**config.mk**
```make
export PLATFORM = sky130hd
export DESIGN_NAME = data_mem_arbiter
export DESIGN_NICKNAME = d
export VERILOG_FILES = /design/src/rtl/mem_pkg.sv /design/src/rtl/rr_pick2.sv /design/src/rtl/data_mem_arbiter.sv
export SDC_FILE = /design/constraint.sdc
export NUM_CORES = 1
export LEC_CHECK = 0
export ABC_AREA = 0
export CAP_MARGIN = 20
export CORE_ASPECT_RATIO = 0.6
export CORE_MARGIN = 3
export CORE_UTILIZATION = 44
export CTS_CLUSTER_DIAMETER = 40
export DETAILED_ROUTE_END_ITERATION = 10
export GPL_TIMING_DRIVEN = 0
export PLACE_DENSITY = 0.86
export SYNTH_ARGS = -nofsm -noshare
export SYNTH_HDL_FRONTEND = slang
export SYNTH_SLANG_ARGS = --single-unit
export TNS_END_PERCENT = 100
```
**constraint.sdc**
```tcl
create_clock -name clk -period 9.1 [get_ports clk]
set_clock_uncertainty 0.1 [all_clocks]
set_input_delay 2.73 -clock clk [delete_from_list [all_inputs] [get_ports clk]]
set_output_delay 2.73 -clock clk [all_outputs]
set_load 0.05 [all_outputs]
```
**src/rtl/mem_pkg.sv**
```systemverilog
// ---------------------------------------------------------------------------
// mem_pkg
// Shared types and constants for the data-memory arbiter.
//   arb_state_t     : arbitration FSM states (ARB = no owner, OWNx = port x
//                     holds a lock).
//   IO_ADDR_DEFAULT : default address of the memory-mapped output register.
//   port_req_t      : one requester's request bundle at the default 8-bit
//                     address/data widths.
// ---------------------------------------------------------------------------
package mem_pkg;

    typedef enum logic [1:0] {
        ARB  = 2'd0,
        OWN0 = 2'd1,
        OWN1 = 2'd2
    } arb_state_t;

    localparam logic [7:0] IO_ADDR_DEFAULT = 8'hFF;

    typedef struct packed {
        logic       req;
        logic       we;
        logic       lock;
        logic [7:0] addr;
        logic [7:0] wdata;
    } port_req_t;

endpackage

```
**src/rtl/rr_pick2.sv**
```systemverilog
// ---------------------------------------------------------------------------
// rr_pick2
// Two-input round-robin picker, purely combinational.
//   req[1:0]  in  : request per port
//   last      in  : index of the port granted most recently
//   pick[1:0] out : one-hot pick (all zero when nobody requests)
// On contention the port that was not granted last wins.
// ---------------------------------------------------------------------------
module rr_pick2 (
    input  logic [1:0] req,
    input  logic       last,
    output logic [1:0] pick
);

    // NOTE: every always_comb output gets a default first so no path can
    // leave it unassigned and infer a latch.
    always_comb begin
        pick = 2'b00;
        case (req)
            2'b01:   pick = 2'b01;
            2'b10:   pick = 2'b10;
            2'b11:   pick = last ? 2'b01 : 2'b10;
            default: pick = 2'b00;
        endcase
    end

endmodule

```
**src/rtl/data_mem_arbiter.sv**
```systemverilog
// ---------------------------------------------------------------------------
// data_mem_arbiter
// Shares the single-port data Memory between port 0 (CPU data) and port 1
// (loader/debug). Round-robin arbitration with an optional bounded lock for
// atomic sequences. Writes to IO_ADDR land in the output register instead of
// Memory; reads of IO_ADDR return that register.
// Ports:
//   clk, rst                 : clock, synchronous active-high reset
//   reqN, weN, lockN         : request, write enable, keep-ownership flag
//   addrN, wdataN            : access address and write data
//   gntN                     : combinational grant, access completes at edge
//   rdataN, rvalidN          : registered read data and one-cycle valid pulse
//   mem_address, mem_in,
//   mem_wr_enable            : to Memory.address / .in / .writeEnable
//   mem_out                  : from Memory.out (combinational read)
//   io_data, io_valid        : output register and its one-cycle update pulse
// ---------------------------------------------------------------------------
module data_mem_arbiter
    import mem_pkg::*;
#(
    parameter int              AW       = 8,
    parameter int              DW       = 8,
    parameter logic [AW-1:0]   IO_ADDR  = AW'(IO_ADDR_DEFAULT),
    parameter int              LOCK_MAX = 4
) (
    input  logic          clk,
    input  logic          rst,
    input  logic          req0,
    input  logic          req1,
    input  logic          we0,
    input  logic          we1,
    input  logic          lock0,
    input  logic          lock1,
    input  logic [AW-1:0] addr0,
    input  logic [AW-1:0] addr1,
    input  logic [DW-1:0] wdata0,
    input  logic [DW-1:0] wdata1,
    output logic          gnt0,
    output logic          gnt1,
    output logic [DW-1:0] rdata0,
    output logic [DW-1:0] rdata1,
    output logic          rvalid0,
    output logic          rvalid1,
    output logic [AW-1:0] mem_address,
    output logic [DW-1:0] mem_in,
    input  logic [DW-1:0] mem_out,
    output logic          mem_wr_enable,
    output logic [DW-1:0] io_data,
    output logic          io_valid
);

    localparam logic [3:0] LOCK_CNT_MAX = 4'(LOCK_MAX);

    arb_state_t    state, state_nxt;
    logic          last, last_nxt;
    logic [3:0]    lock_cnt, lock_cnt_nxt;
    logic [3:0]    cnt_inc;

    logic [1:0]    pick;
    logic [1:0]    gnt;
    logic          any_gnt;
    logic          sel;
    logic          sel_we;
    logic          sel_lock;
    logic [AW-1:0] sel_addr;
    logic [DW-1:0] sel_wdata;
    logic          sel_is_io;
    logic          rd_fire;
    logic          io_fire;
    logic [DW-1:0] rd_value;

    rr_pick2 u_pick (
        .req  ({req1, req0}),
        .last (last),
        .pick (pick)
    );

    // Grant: the picker decides only when nobody owns the arbiter; an owner
    // gets the slot whenever it requests and the other port stalls. Grants
    // are held off during reset so outputs show their reset values.
    always_comb begin
        gnt = 2'b00;
        if (!rst) begin
            case (state)
                ARB:     gnt = pick;
                OWN0:    gnt = {1'b0, req0};
                OWN1:    gnt = {req1, 1'b0};
                default: gnt = 2'b00;
            endcase
        end
    end

    assign gnt0      = gnt[0];
    assign gnt1      = gnt[1];
    assign any_gnt   = |gnt;
    assign sel       = gnt[1];
    assign sel_we    = sel ? we1    : we0;
    assign sel_lock  = sel ? lock1  : lock0;
    assign sel_addr  = sel ? addr1  : addr0;
    assign sel_wdata = sel ? wdata1 : wdata0;
    assign sel_is_io = (sel_addr == IO_ADDR);
    assign rd_fire   = any_gnt & ~sel_we;
    assign io_fire   = any_gnt & sel_we & sel_is_io;
    assign rd_value  = sel_is_io ? io_data : mem_out;

    // Memory pins idle at zero address when nobody is granted.
    assign mem_address   = any_gnt ? sel_addr  : '0;
    assign mem_in        = any_gnt ? sel_wdata : '0;
    assign mem_wr_enable = any_gnt & sel_we & ~sel_is_io;

    assign cnt_inc = lock_cnt + 4'd1;

    // The grant cycle in ARB counts as the first owned cycle, so the owner
    // holds the arbiter for at most LOCK_CNT_MAX consecutive cycles; with a
    // limit of 1 the lock expires before OWNx is ever entered.
    always_comb begin
        state_nxt    = state;
        last_nxt     = last;
        lock_cnt_nxt = lock_cnt;
        case (state)
            ARB: begin
                if (any_gnt) begin
                    last_nxt = sel;
                    if (sel_lock) begin
                        lock_cnt_nxt = 4'd1;
                        if (LOCK_CNT_MAX == 4'd1) begin
                            lock_cnt_nxt = 4'd0;
                        end else if (sel) begin
                            state_nxt = OWN1;
                        end else begin
                            state_nxt = OWN0;
                        end
                    end
                end
            end
            OWN0, OWN1: begin
                lock_cnt_nxt = cnt_inc;
                if ((any_gnt && !sel_lock) || (cnt_inc == LOCK_CNT_MAX)) begin
                    state_nxt    = ARB;
                    lock_cnt_nxt = 4'd0;
                    last_nxt     = (state == OWN1);
                end
            end
            default: begin
                state_nxt    = ARB;
                lock_cnt_nxt = 4'd0;
            end
        endcase
    end

    // NOTE: state is updated with non-blocking assignments so every flop
    // samples pre-edge values regardless of statement order.
    always_ff @(posedge clk) begin
        if (rst) begin
            state    <= ARB;
            last     <= 1'b1;
            lock_cnt <= 4'd0;
            rvalid0  <= 1'b0;
            rvalid1  <= 1'b0;
            rdata0   <= '0;
            rdata1   <= '0;
            io_data  <= '0;
            io_valid <= 1'b0;
        end else begin
            state    <= state_nxt;
            last     <= last_nxt;
            lock_cnt <= lock_cnt_nxt;
            rvalid0  <= rd_fire & ~sel;
            rvalid1  <= rd_fire & sel;
            if (rd_fire && !sel) begin
                rdata0 <= rd_value;
            end
            if (rd_fire && sel) begin
                rdata1 <= rd_value;
            end
            io_valid <= io_fire;
            if (io_fire) begin
                io_data <= sel_wdata;
            end
        end
    end

endmodule

```
Word-level counts from Yosys, hierarchy flattened
Cells that the tools add are included.
- register bits: 34
- output and inout bits: 46
- add/subtract/negate cells: 1
- equality and inequality tests: 10
- multiplexer cells: 23
- bitwise operators: 9
- reduce and logical (&&, ||, !) cells: 13
- operators with widths (kind ; count):
    $mux W8 ; 5
    $mux W2 ; 6
    $mux W4 ; 3
    $pmux W2 S3 ; 2
    $eq A8 B8 Y1 const B ; 1
    $pmux W4 S2 ; 1
    $and A1 B1 Y1 ; 6
    $eq A2 B2 Y1 const B ; 3
    $ne A2 B2 Y1 const B ; 3
    $reduce_and A3 Y1 ; 2
    $add A4 B1 Y4 const B ; 1
    $eq A2 B1 Y1 const B ; 2
    $eq A4 B3 Y1 const B ; 1
    $mux W1 ; 4
    $pmux W2 S2 ; 1
    $reduce_or A2 Y1 ; 2
    $logic_and A1 B1 Y1 ; 3
    $not A1 Y1 ; 3
    $logic_not A1 Y1 ; 2
    $logic_not A2 Y1 ; 1
    $pmux W1 S2 ; 1
    $reduce_and A2 Y1 ; 1
    $reduce_bool A2 Y1 ; 1
    $logic_or A1 B1 Y1 ; 1

Logic depth before layout (Yosys ltp)
- depth after elaboration: 10
- gate-level depth with buffers: 11
- depth with buffers taken out: 9

Hierarchy
From an unflattened synthesis, not the netlist that was laid out.
- cells, all modules: 210
- area, all modules: 1930.6 sq um
- by module, submodules not included (module ; times used ; cells an instance ; area each (sq um)):
    data_mem_arbiter ; 1 ; 207 ; 1911.8
    rr_pick2 ; 1 ; 3 ; 18.8

Least setup slack after synthesis
OpenSTA, ideal clock, no wires.
- kind: input to output
- start: input port rst
- end: output port mem_address[0]
- arrival: 4.331 ns
- path slack: 1.939 ns
- cell stages on the path: 6
- cells stage by stage: nor2_1 > o211ai_4 > inv_1 > buf_2 > buf_2 > a22o_1
- longest elaborated chain between the ends: 3
- ends and longest elaborated chain (item ; line ; source):
    from (decl) ; data_mem_arbiter.sv:27 ; input logic rst,
    $mux W2 * ; data_mem_arbiter.sv:83 ; if (!rst) begin
    net gnt1 ; data_mem_arbiter.sv:39 ; output logic gnt1,
    $mux W8 or $reduce_or A2 Y1 (tied branches) ; data_mem_arbiter.sv:99, data_mem_arbiter.sv:95 ;
    $mux W8 * ; data_mem_arbiter.sv:107 ; assign mem_address = any_gnt ? sel_addr : '0;
    to (decl) ; data_mem_arbiter.sv:44 ; output logic [AW-1:0] mem_address,
Mark *: on every way through the listed nets, which the timed path passes. The rest lies on a longest branch.

Worst setup path in the final report
- start: input port req0
- end: output port mem_address[5]
- longest elaborated chain between the ends: 6
- ends and longest elaborated chain (item ; line ; source):
    from (decl) ; data_mem_arbiter.sv:28 ; input logic req0,
    $eq A2 B2 Y1 or $eq A2 B1 Y1 (tied branches) ; rr_pick2.sv:19 ; case (req)
    $pmux W2 S3 ; rr_pick2.sv:19 ;
    $pmux W2 S3 * ; data_mem_arbiter.sv:84 ; case (state)
    $mux W2 * ; data_mem_arbiter.sv:83 ;
    $mux W8 or $reduce_or A2 Y1 (tied branches) ; data_mem_arbiter.sv:99, data_mem_arbiter.sv:95 ;
    $mux W8 * ; data_mem_arbiter.sv:107 ;
Every way passes the cells marked *; elsewhere a longest branch is shown, timed or not.

==> run metrics <==
CP max FO=10; vias per cell=5.521; post-route setup slack=0.6612 ns; Syn Nets=290; number of synthesized flops with an enable pin=0; GR Util met1=0.3293; R2R depth=10; Syn-to-layout area delta=58.33%; Setup crit end kind=output port; minimum clock period=8.439 ns; Global Route Usage Sum=0.2428; Max IR drop VDD=0.08211 mV; CP arrival=5.61 ns; DRC Markers=0; Hold Fails Final Rpt=0; Internal=327.2 uW; CTS tree=done; mean post-synth cell area=8.308 sq um; Comb pwr share=0.323; crit path launch type=input pin; worst endpoint required time=6.27 ns; Tot Pwr=488.3 uW; clock power share=0.345; Inserted Clock Buffers=5; Rows=18; Die W=92.18 um; commonest cells after routing, fill and taps aside=clkdlybuf4s50_1, nor2_1, nand2_1; Core ar.=4189 sq um; CP Launch Point=req0; Hold Path Depth=2; Switching Power=161.2 uW; Power Density=157.3 nW/um^2; Setup violations, final=0; pre-CTS WS=0.7306 ns; setup TNS=0 ns; crit path kind=in -> out; M2 GR Usage=0.3589; ys flop type=dfxtp_1; ratio of final minimum period to clock period=0.9273; Hold Crit Class=reg -> reg; final WL=6.326 mm; Seq pwr share=0.332; share of cells above drive strength 1=0.07418; # hold bufs at CTS=0; DIE HEIGHT=57.71 um; Yosys warning count=0; Placed Area=2967 sq um; Seq/Total Area, Yosys=0.3472; worst-margin pin slew=0.5471 ns; mapped cell area=1961 sq um; commonest non-fill, non-tap cell in the layout=clkdlybuf4s50_1; Reg-to-Reg Start=state[0]; Synth cell types=46; root buf cell=clkbuf_8; WHS=0.3972 ns; Fmax=118.5 MHz; buffers added on ports=93; Sw Ratio=0.3300; post-CTS setup buffers=0; Final HPWL DP=4.973 mm; unrepaired setup endpoints after global routing=false; ANT cells=0; Final Slew Violations=0; 1st-iter DRT viols=189; cells after synthesis=236; Post-synth ARST share=0; Detail Route Antenna Nets=0; Pleak=0.001261 uW; Finished Cell Area=3104 sq um; hold wc startpoint=rdata1[3]; vias in the first global route=2139; total gr overflow=0; clk buf depth=2; fillers=326; clk_lat worst skew=0.29 ns; GR peak layer=met2; H-Tree Depth=2; IO Count=94; Worst slew margin=0.6339; vias=2192; RD Place Congestion=0.8935; initial antenna violation count=0; met3 GRT Util=0.09728; Max-cap violations=0; status=finished, final reports clean; clock sinks=34; Reg clk slew, reported paths=0.07 ns; routed len/inst=15.93 um; die area=5319 sq um; first-pass GRT wire length=10.21 mm; flops & latches, synth=34; DRT Pass-1 Iters=4; Starting Density=0.4680; Total Nets Final=390; pin count of the biggest net entering global routing=13; cts repair resizes=0
[Yosys cell counts (2+ instances only)]
cell,n,share of area
nor2_1,39,0.075
nand2_1,38,0.073
dfxtp_1,34,0.35
a211oi_1,17,0.065
a22o_1,9,0.040
inv_1,9,0.017
mux2i_1,9,0.046
a311oi_1,7,0.031
a21oi_1,6,0.015
ha_1,6,0.038
o21ai_0,6,0.015
buf_2,5,0.013
nand4_1,5,0.016
buf_6,4,0.023
clkbuf_1,4,0.0077
nand3_1,3,0.0077
nor2b_1,3,0.0096
a21o_1,2,0.0077
and3_1,2,0.0064
o2111ai_1,2,0.0089
[final timing paths]
check	endpoint	slack, ns
hold reg to reg	rdata1[3]	0.40
setup reg to reg	io_data[5]	6.49
setup / recovery	mem_address[5]	0.66
hold / removal	rdata1[3]	0.40
[state kept, by name (all words and copies together), names as in the netlist]
register	flops
rvalid0	1
state	2
last	1
io_valid	1
io_data	8
lock_cnt	4
rdata0	8
rvalid1	1
rdata1	8
[cell type report]
class	count	area [sq um]	share of cell area
Buffer	13	85.08	0.02741
Sequential cell	34	680.7	0.2193
Multi-Input combinational cell	180	1161	0.3740
Timing Repair Buffer	93	930.9	0.2999
Tap cell	60	75.07	0.02418
Inverter	9	33.78	0.01088
Clock inverter	3	68.82	0.02217
Clock buffer	5	68.82	0.02217
[cell families (layout without fill, tap and decap cells)]
| kind of cell | count (synthesis) | in the layout | share of synthesized area |
|---|---|---|---|
| multiplexers | 9 | 9 | 0.04595 |
| flip-flops | 34 | 34 | 0.3472 |
| AND/OR/NAND/NOR | 98 | 98 | 0.2221 |
| adder cells (fa/ha/maj) | 6 | 6 | 0.03829 |
| AO/OA/AOI/OAI | 66 | 66 | 0.2814 |
| buffers and inverters | 22 | 123 | 0.06062 |
| XOR/XNOR | 1 | 1 | 0.004468 |
[through the flow]
stage / util / std cells
final: 0.7410 / 397
after detailed placement: 0.7082 / 389
after CTS: 0.7410 / 397
after global routing: 0.7410 / 397
after global placement: 0.7082 / 389
after floorplan: - / 236
[metal layers]
metal,vias to the layer above,share of wire
li1,1059,-
met1,1001,0.44
met2,121,0.43
met3,11,0.12
met4,0,0.012
met5,-,0
[power by group through the flow]
stage	logic (uW)	registers, uW	clock network, uW
2_1_floorplan	79.1	180	0
3_3_place_gp	154	165	0
3_5_place_dp	156	165	0
4_1_cts	157	162	170
5_1_grt	168	163	176
6_report	158	162	168
[worst max-delay path, stage by stage]
cell and delay, ns:
clkdlybuf4s50_1 0.60, a21boi_4 0.10, o31ai_1 0.47, and2_1 0.27
buf_2 0.24, buf_2 0.23, a22o_1 0.15, clkdlybuf4s50_1 0.81
Note: power is estimated with default switching activity, not from simulation.
